$ cat src/rtl/cpu_pkg.sv
// cpu_pkg
//   Shared types for the cpu memory-port logic.
//   arb_state_t : sequencing states of the memory-port arbiter
//   arb_owner_t : which requester currently owns the memory port
package cpu_pkg;

  typedef enum logic [1:0] {
    ARB_IDLE,
    ARB_ISSUE,
    ARB_WAIT,
    ARB_RESP
  } arb_state_t;

  typedef enum logic [1:0] {
    OWN_NONE,
    OWN_IF,
    OWN_LS
  } arb_owner_t;

endpackage : cpu_pkg

$ cat src/rtl/mem_port_arbiter.sv
// mem_port_arbiter
//   Shares the single program/data memory port between instruction fetch (IF)
//   and load/store (LS). One access is outstanding at a time, sequenced as
//   grant (IDLE) -> issue (ISSUE) -> latency wait (WAIT) -> response (RESP).
//   Load/store wins arbitration, except that a fetch which has lost MAX_WAIT
//   consecutive arbitrations is granted next.
//
// Ports
//   clk, rst                  clock; synchronous active-low reset
//   if_req/if_addr            fetch request, held until if_gnt
//   if_gnt/if_rvalid/if_rdata fetch grant pulse, data-valid pulse, data
//   ls_req/ls_we/ls_addr/
//   ls_wdata/ls_be            load/store request, held until ls_gnt
//   ls_gnt/ls_rvalid/ls_rdata load/store grant pulse, valid/ack pulse, data
//   mem_en/mem_we/mem_addr/
//   mem_wdata/mem_be          memory access strobe and registered command
//   mem_rdata                 memory read data, valid MEM_LAT cycles after mem_en
//   busy                      high whenever an access is in flight
module mem_port_arbiter
  import cpu_pkg::*;
#(
  parameter int ADDR_W   = 16,
  parameter int DATA_W   = 32,
  parameter int MEM_LAT  = 1,
  parameter int MAX_WAIT = 4
) (
  input  logic                clk,
  input  logic                rst,

  input  logic                if_req,
  input  logic [ADDR_W-1:0]   if_addr,
  output logic                if_gnt,
  output logic                if_rvalid,
  output logic [DATA_W-1:0]   if_rdata,

  input  logic                ls_req,
  input  logic                ls_we,
  input  logic [ADDR_W-1:0]   ls_addr,
  input  logic [DATA_W-1:0]   ls_wdata,
  input  logic [DATA_W/8-1:0] ls_be,
  output logic                ls_gnt,
  output logic                ls_rvalid,
  output logic [DATA_W-1:0]   ls_rdata,

  output logic                mem_en,
  output logic                mem_we,
  output logic [ADDR_W-1:0]   mem_addr,
  output logic [DATA_W-1:0]   mem_wdata,
  output logic [DATA_W/8-1:0] mem_be,
  input  logic [DATA_W-1:0]   mem_rdata,

  output logic                busy
);

  localparam int CNT_W  = $clog2(MEM_LAT + 1);
  localparam int WAIT_W = $clog2(MAX_WAIT + 1);

  arb_state_t          state_q, state_d;
  arb_owner_t          owner_q;
  logic [CNT_W-1:0]    lat_cnt_q;
  logic [WAIT_W-1:0]   wait_cnt_q, wait_cnt_d;

  logic                grant_if, grant_ls;
  logic                starved;
  logic                last_wait;

  logic                mem_we_q;
  logic [ADDR_W-1:0]   mem_addr_q;
  logic [DATA_W-1:0]   mem_wdata_q;
  logic [DATA_W/8-1:0] mem_be_q;
  logic [DATA_W-1:0]   if_rdata_q, ls_rdata_q;

  assign starved   = (wait_cnt_q == WAIT_W'(MAX_WAIT));
  assign last_wait = (state_q == ARB_WAIT) && (lat_cnt_q == CNT_W'(1));

  // Arbitration, starvation tracking and next-state logic.
  // NOTE: every signal written here gets a default first so no latch is inferred.
  always_comb begin
    state_d    = state_q;
    wait_cnt_d = wait_cnt_q;
    grant_if   = 1'b0;
    grant_ls   = 1'b0;

    unique case (state_q)
      ARB_IDLE: begin
        // No grant while reset is asserted: the state register would not
        // advance, so the requester would see a grant that never completes.
        if (rst) begin
          if (ls_req && !(if_req && starved)) begin
            grant_ls = 1'b1;
            state_d  = ARB_ISSUE;
            // A losing fetch here implies !starved, so this never passes MAX_WAIT.
            if (if_req && !starved) wait_cnt_d = wait_cnt_q + WAIT_W'(1);
          end else if (if_req) begin
            grant_if   = 1'b1;
            state_d    = ARB_ISSUE;
            wait_cnt_d = '0;
          end
        end
      end
      ARB_ISSUE: state_d = ARB_WAIT;
      ARB_WAIT:  if (last_wait) state_d = ARB_RESP;
      ARB_RESP:  state_d = ARB_IDLE;
      default:   state_d = ARB_IDLE;
    endcase
  end

  // NOTE: sequential state uses non-blocking assignments only; reset is
  // sampled on the clock edge, so every register here clears synchronously.
  always_ff @(posedge clk) begin
    if (!rst) begin
      state_q     <= ARB_IDLE;
      owner_q     <= OWN_NONE;
      wait_cnt_q  <= '0;
      lat_cnt_q   <= '0;
      mem_we_q    <= 1'b0;
      mem_addr_q  <= '0;
      mem_wdata_q <= '0;
      mem_be_q    <= '0;
      if_rdata_q  <= '0;
      ls_rdata_q  <= '0;
    end else begin
      state_q    <= state_d;
      wait_cnt_q <= wait_cnt_d;

      // Command is captured at grant and held until the next grant.
      if (grant_ls) begin
        owner_q     <= OWN_LS;
        mem_we_q    <= ls_we;
        mem_addr_q  <= ls_addr;
        mem_wdata_q <= ls_we ? ls_wdata : '0;
        mem_be_q    <= ls_we ? ls_be : '1;
      end else if (grant_if) begin
        owner_q     <= OWN_IF;
        mem_we_q    <= 1'b0;
        mem_addr_q  <= if_addr;
        mem_wdata_q <= '0;
        mem_be_q    <= '1;
      end else if (state_q == ARB_RESP) begin
        owner_q     <= OWN_NONE;
      end

      if (state_q == ARB_ISSUE) begin
        lat_cnt_q <= CNT_W'(MEM_LAT);
      end else if (state_q == ARB_WAIT) begin
        lat_cnt_q <= lat_cnt_q - CNT_W'(1);
      end

      // Read data goes straight into the owner's output register, so it
      // appears with rvalid in RESP and holds until that owner's next RESP.
      if (last_wait) begin
        if (owner_q == OWN_IF) begin
          if_rdata_q <= mem_rdata;
        end else if (owner_q == OWN_LS) begin
          ls_rdata_q <= mem_we_q ? '0 : mem_rdata;
        end
      end
    end
  end

  assign if_gnt    = grant_if;
  assign ls_gnt    = grant_ls;
  assign if_rvalid = (state_q == ARB_RESP) && (owner_q == OWN_IF);
  assign ls_rvalid = (state_q == ARB_RESP) && (owner_q == OWN_LS);
  assign if_rdata  = if_rdata_q;
  assign ls_rdata  = ls_rdata_q;

  assign mem_en    = (state_q == ARB_ISSUE);
  assign mem_we    = mem_we_q;
  assign mem_addr  = mem_addr_q;
  assign mem_wdata = mem_wdata_q;
  assign mem_be    = mem_be_q;

  assign busy      = (state_q != ARB_IDLE);

  // Fetch addresses must be halfword aligned.
  a_if_addr_aligned : assert property (
    @(posedge clk) disable iff (!rst) if_req |-> !if_addr[0]
  );

endmodule : mem_port_arbiter
$ cat config.mk
export PLATFORM = sky130hd
export DESIGN_NAME = mem_port_arbiter
export DESIGN_NICKNAME = d
export VERILOG_FILES = /design/src/rtl/cpu_pkg.sv /design/src/rtl/mem_port_arbiter.sv
export SDC_FILE = /design/constraint.sdc
export NUM_CORES = 1
export LEC_CHECK = 0
export BUFFER_PORTS_ARGS = -buffer_cell sky130_fd_sc_hd__buf_2
export CAP_MARGIN = 10
export CORE_ASPECT_RATIO = 1.1
export CORE_MARGIN = 2
export CORE_UTILIZATION = 35
export CTS_BUF_LIST = sky130_fd_sc_hd__clkbuf_4 sky130_fd_sc_hd__clkbuf_8 sky130_fd_sc_hd__clkbuf_16
export DETAILED_ROUTE_END_ITERATION = 12
export PLACE_DENSITY_LB_ADDON = 0.1
export SLEW_MARGIN = 40
export SYNTH_ARGS = -nofsm -noshare
export SYNTH_HDL_FRONTEND = slang
export SYNTH_SLANG_ARGS = --single-unit
$ cat constraint.sdc
create_clock -name clk -period 3.8 [get_ports clk]
set_input_delay 0 -clock clk [delete_from_list [all_inputs] [get_ports clk]]
set_output_delay 0 -clock clk [all_outputs]
set_load 0.01 [all_outputs]
======== After elaboration in Yosys (flattened, before gate mapping) ========
Index checks and enable logic that the tools add are counted.
operators by class
  add/sub/neg operators ................... 2
  multiply operators ...................... 0
  div/mod/pow operators ................... 0
  $lt $le $gt $ge ......................... 0
  equal/unequal tests ..................... 9
  shift operators ......................... 0
  multiplexer cells ....................... 30
  bitwise operators ....................... 2
  reductions and logical operators ........ 20
operator list
  cell                 number
  $mux 32              4
  $mux 16              2
  $mux 2               6
  $mux 4               3
  $mux 1               11
  $reduce_bool 2->1    5
  $mux 3               3
  $pmux 2 s4           1
  $eq 2x2->1 const B   3
  $logic_and 1x1->1    6
  $reduce_and 3->1     2
  $eq 2x1->1 const B   2
  $reduce_and 2->1     2
  $add 3x1->3 const B  1
  $eq 3x3->1 const B   1
  $ne 3x3->1 const B   1
  $reduce_bool 3->1    1
  $logic_not 1->1      2
  $logic_not 2->1      1
  $ne 2x1->1 const B   1
  $ne 2x2->1 const B   1
  $not 1->1            2
  $reduce_or 2->1      1
  $sub 1x1->1 const B  1
storage, ports and cells
  flip-flop bits (word level) ............. 125
  bits in latches ......................... 0
  memory bits (writable) .................. 0
  memory bits (read-only) ................. 0
  bits of input ports ..................... 105
  word-level logic and storage cells ...... 74
  memories ................................ 0

======== Longest topological paths before layout ========
  depth in word-level cells ............... 9
  gate-level depth with buffers ........... 8
  gate-level depth less buffers ........... 5

======== Worst setup path after synthesis ========
OpenSTA, ideal clock, no wires.
  path kind ............................... register to register
  start ................................... reg state_q[0]
  end ..................................... reg mem_be_q[0], in the netlist mem_be[0]
  library setup time ...................... 0.119 ns
  arrival time ............................ 1.415 ns
  slack ................................... 2.266 ns
  cell stages (with the launch flop) ...... 8
  buffers on the path ..................... 2
  clock period less this slack ............ 1.534 ns
  path through ............................ dfxtp_1 > inv_1 > ha_1 > buf_2 > and2_1 > buf_2 > nand4_1 > o221a_2
on the way
  longest elaborated chain between the ends .. 3
  elaborated cells on any way between the ends .. 5
  those cells by class .................... mux (3); reduce/logical (2)
ends and longest elaborated chain
  element                                      RTL line                 text
  start: declaration                           mem_port_arbiter.sv:58   arb_state_t state_q, state_d;
  start signal: assignment                     mem_port_arbiter.sv:123  state_q <= state_d;
  $logic_not 2->1 (*)                          mem_port_arbiter.sv:84   unique case (state_q)
  $mux 1                                       mem_port_arbiter.sv:84
  $mux 4 or $reduce_bool 2->1 (tied branches)  n/a
  end signal: assignment                       mem_port_arbiter.sv:132  mem_be_q <= ls_we ? ls_be : '1;
  end: declaration                             mem_port_arbiter.sv:70   logic [DATA_W/8-1:0] mem_be_q;
Mark *: on every way between the ends. The rest lies on a longest branch, timed or not.
A chain may end at the register's enable or synchronous reset.

======== Worst setup path in the final report ========
  start ................................... reg state_q[0]
  end ..................................... reg mem_addr_q[4], in the netlist mem_addr[4]
on the way
  longest elaborated chain between the ends .. 3
  elaborated cells on any way between the ends .. 5
  those cells by class .................... mux (3); reduce/logical (2)
ends and longest elaborated chain
  element                                       RTL line                 text
  $logic_not 2->1 (*)                           mem_port_arbiter.sv:84
  $mux 1                                        mem_port_arbiter.sv:84
  $mux 16 or $reduce_bool 2->1 (tied branches)  n/a
  end signal: assignment                        mem_port_arbiter.sv:130  mem_addr_q <= ls_addr;
  end signal: assignment                        mem_port_arbiter.sv:136  mem_addr_q <= if_addr;
  end: declaration                              mem_port_arbiter.sv:68   logic [ADDR_W-1:0] mem_addr_q;
Marks and branches as above.

==> out/qor.txt <==
Status: complete, no violations
Max cap viols: 0
Number of top-level pins: 228
Sink Count: 125
Max Fclk: 412 MHz
Inserted Diodes: 0
Share of post-route cells with drive strength above 1: 33.5%
Internal: 0.00294 W
Worst hold-check path type: in2reg
DRT Pass-1 Iters: 5
Comb pwr share: 21.0%
Setup tns final: 0 ps
Mean Syn Cell Area: 9.16 um2
Setup crit end kind: flip-flop
Largest net degree at the start of global routing: 67
Slowest stage cell on the critical path: and2_1
Worst setup path start: state_q[0]$_SDFFE_PN0P_
Mapped Area: 4810 um2
Max clock buf depth: 2
Normalized max-slew margin: 50.2%
Post-DP HPWL: 9.68 mm
Hold-fix buffers, CTS: 101
Fin. Hold Viols: 0
Placed Cells: 891
Nets: 938
Post-CTS resize count: 0
CTS Root Cell: clkbuf_16
CTS H-tree depth: 4
Max VDD drop: 0.381 mV
Slew @ Worst Pin: 744 ps
Die area: 14700 um2
Startpoint Class: flip-flop
Most frequent cells in the layout: 227 x buf_2, 124 x dfxtp_1, 101 x dlygate4sd3_1
Core Box Area: 13300 um2
Most common cell after layout, fill and taps aside: buf_2
RSZ-0062 raised after global routing: false
Post-CTS Setup Inserts: 0
CP max FO: 18
GRT overflow: 0
Post-synthesis sequential area ratio: 52.1%
RePlAce Congestion: 0.788
Fillers: 1234
DRC Markers: 0
Ys async rst share: 0%
Clock Skew: 8.74 ps
Routed vias: 5091
WP data required: 4150 ps
Finished Cell Area: 7600 um2
Row Count: 44
Initial drt markers: 267
Initial antenna violation count: 0
Detail Route Antenna Nets: 0
EDFF count, synth: 0
Number of vias per cell: 4.97
Area Growth Syn to Fin: 58.1%
Net switching power figure: 0.00113 W
Synth unique cells: 36
GRT Overall Usage: 21.3%
WP data arrival: 2780 ps
Critical path type: reg2reg
Seq pwr share: 37.8%
Die span in x: 116 um
CP peak stage delay: 630 ps
Total CTS buffers: 17
Multi-input gate area: 2020 um2
First-pass GRT wire length: 24.7 mm
Worst hold path startpoint: ls_we
Post-synthesis cell count: 525
Tcrit/Tclk final: 63.9%
Clock latency on the worst-skew pair: 420 ps
Final setup viols: 0
Pwr dens: 535 nW/um2
Final non-filler cell total: 1024
Leak Pwr: 3.37 nW
Clk pin slew, worst setup/hold paths: 50 ps
Number of synthesized register bits: 125
Sw frac: 27.8%
CTS tree: yes
IO buf count: 227
Max Slew Vio Count: 0
CP cell instances: inv_1, ha_1, and2_1, nand4_1, a31oi_1, dlygate4sd3_1
Final min period: 2430 ps
Starting density of the core: 36.1%
Top_reg_cell synth: dfxtp_1
Drt wl/cell: 15.3 um
Placed instance area: 5970 um2
Vias in the first global route: 4995
Reg2reg start: state_q[0]$_SDFFE_PN0P_
Synth Net Count: 636
Synth Warn #: 0
Total Wirelength: 15.7 mm
Clk network pwr share: 41.2%
Reg area: 2500 um2
Die Y: 127 um
[cell families after synthesis]
logic type,count (synthesis),share of synthesized area (%)
AOI/OAI and AO/OA,163,22.0
buffers and inverters,60,5.88
adders and majority gates,6,1.56
DFF,125,52.1
and+or+nand+nor,169,18.1
xor gates and xnor gates,2,0.364
[registers in the layout, summed over array words and instances (netlist names)]
| signal | cells |
|---|---|
| mem_we | 1 |
| wait_cnt_q | 3 |
| mem_be | 4 |
| ls_rdata | 32 |
| lat_cnt_q | 1 |
| if_rdata | 32 |
| mem_wdata | 32 |
| owner_q | 2 |
| state_q | 2 |
| mem_addr | 16 |
[critical path: cells and delay by family (launching register included)]
family                     cells  cell delay (ps)
adders and majority gates      1              370
DFF                            1              320
and+or+nand+nor                2              790
buffers and inverters          2              680
AOI/OAI and AO/OA              1              210
[stage by stage]
| stage | utilization, % | hold WS, ps | total power [W] | setup WS, ps |
|---|---|---|---|---|
| after CTS | 57.0 | 0.405 | 0.00409 | 1410 |
| after detailed placement | 44.8 | 216 | 0.00228 | 1630 |
| after global routing | 57.0 | 35.6 | 0.00427 | 1160 |
| final | 57.0 | 26.7 | 0.00407 | 1370 |
| after floorplan | - | 126 | 0.00201 | 2270 |
| after global placement | 44.8 | 210 | 0.00226 | 1720 |
[routing by layer]
layer / track usage, % / wire length (um)
met2: 36.8 / 7910
met4: 8.75 / 399
met3: 5.40 / 917
met1: 24.8 / 6470
met5: 0 / 0
[power groups by stage]
stage               combinational, W  sequential (W)  clock [W]
finish                      0.000855         0.00154    0.00167
global route                0.000944         0.00155    0.00178
CTS                         0.000852         0.00153    0.00170
detailed placement          0.000724         0.00156          0
global placement            0.000709         0.00155          0
floorplan                   0.000418         0.00159          0
[synth_stat cells (2+ instances only)]
master / n / area (um2)
a21oi_1: 66 / 330
o21ai_0: 35 / 175
o211a_1: 2 / 20.0
a32o_2: 5 / 56.3
buf_1: 3 / 11.3
clkbuf_1: 27 / 101
nor2_1: 4 / 15.0
nand2_1: 99 / 372
nor3b_1: 2 / 15.0
ha_1: 6 / 75.1
nand4b_1: 2 / 17.5
nand3b_1: 32 / 240
and3_1: 2 / 12.5
dfxtp_1: 125 / 2500
and4b_1: 2 / 20.0
inv_1: 9 / 33.8
nand4_1: 17 / 106
nand3_1: 3 / 15.0
buf_6: 5 / 56.3
a32o_1: 27 / 270
o221a_2: 4 / 45.0
buf_2: 16 / 80.1
o21a_1: 3 / 22.5
a31oi_1: 17 / 106
[layout make-up]
cell class | instances | share of cell area (%)
Tap cell | 184 | 3.03
Inverter | 9 | 0.478
Multi-Input combinational cell | 340 | 26.6
Timing Repair Buffer | 334 | 28.8
Sequential cell | 125 | 32.9
Clock buffer | 22 | 6.26
Clock inverter | 10 | 1.81
[worst paths after layout]
check / to / slack [ps] / depth (start not counted)
hold reg to reg: ls_rdata[16]$_SDFFE_PN0P_ / 450 / 2
setup / recovery: mem_addr[4]$_SDFFE_PN0P_ / 1370 / 6
setup reg to reg: mem_addr[4]$_SDFFE_PN0P_ / 1370 / 6
hold / removal: mem_we$_SDFFE_PN0P_ / 30 / 3
(Power assumes the default switching activity.)
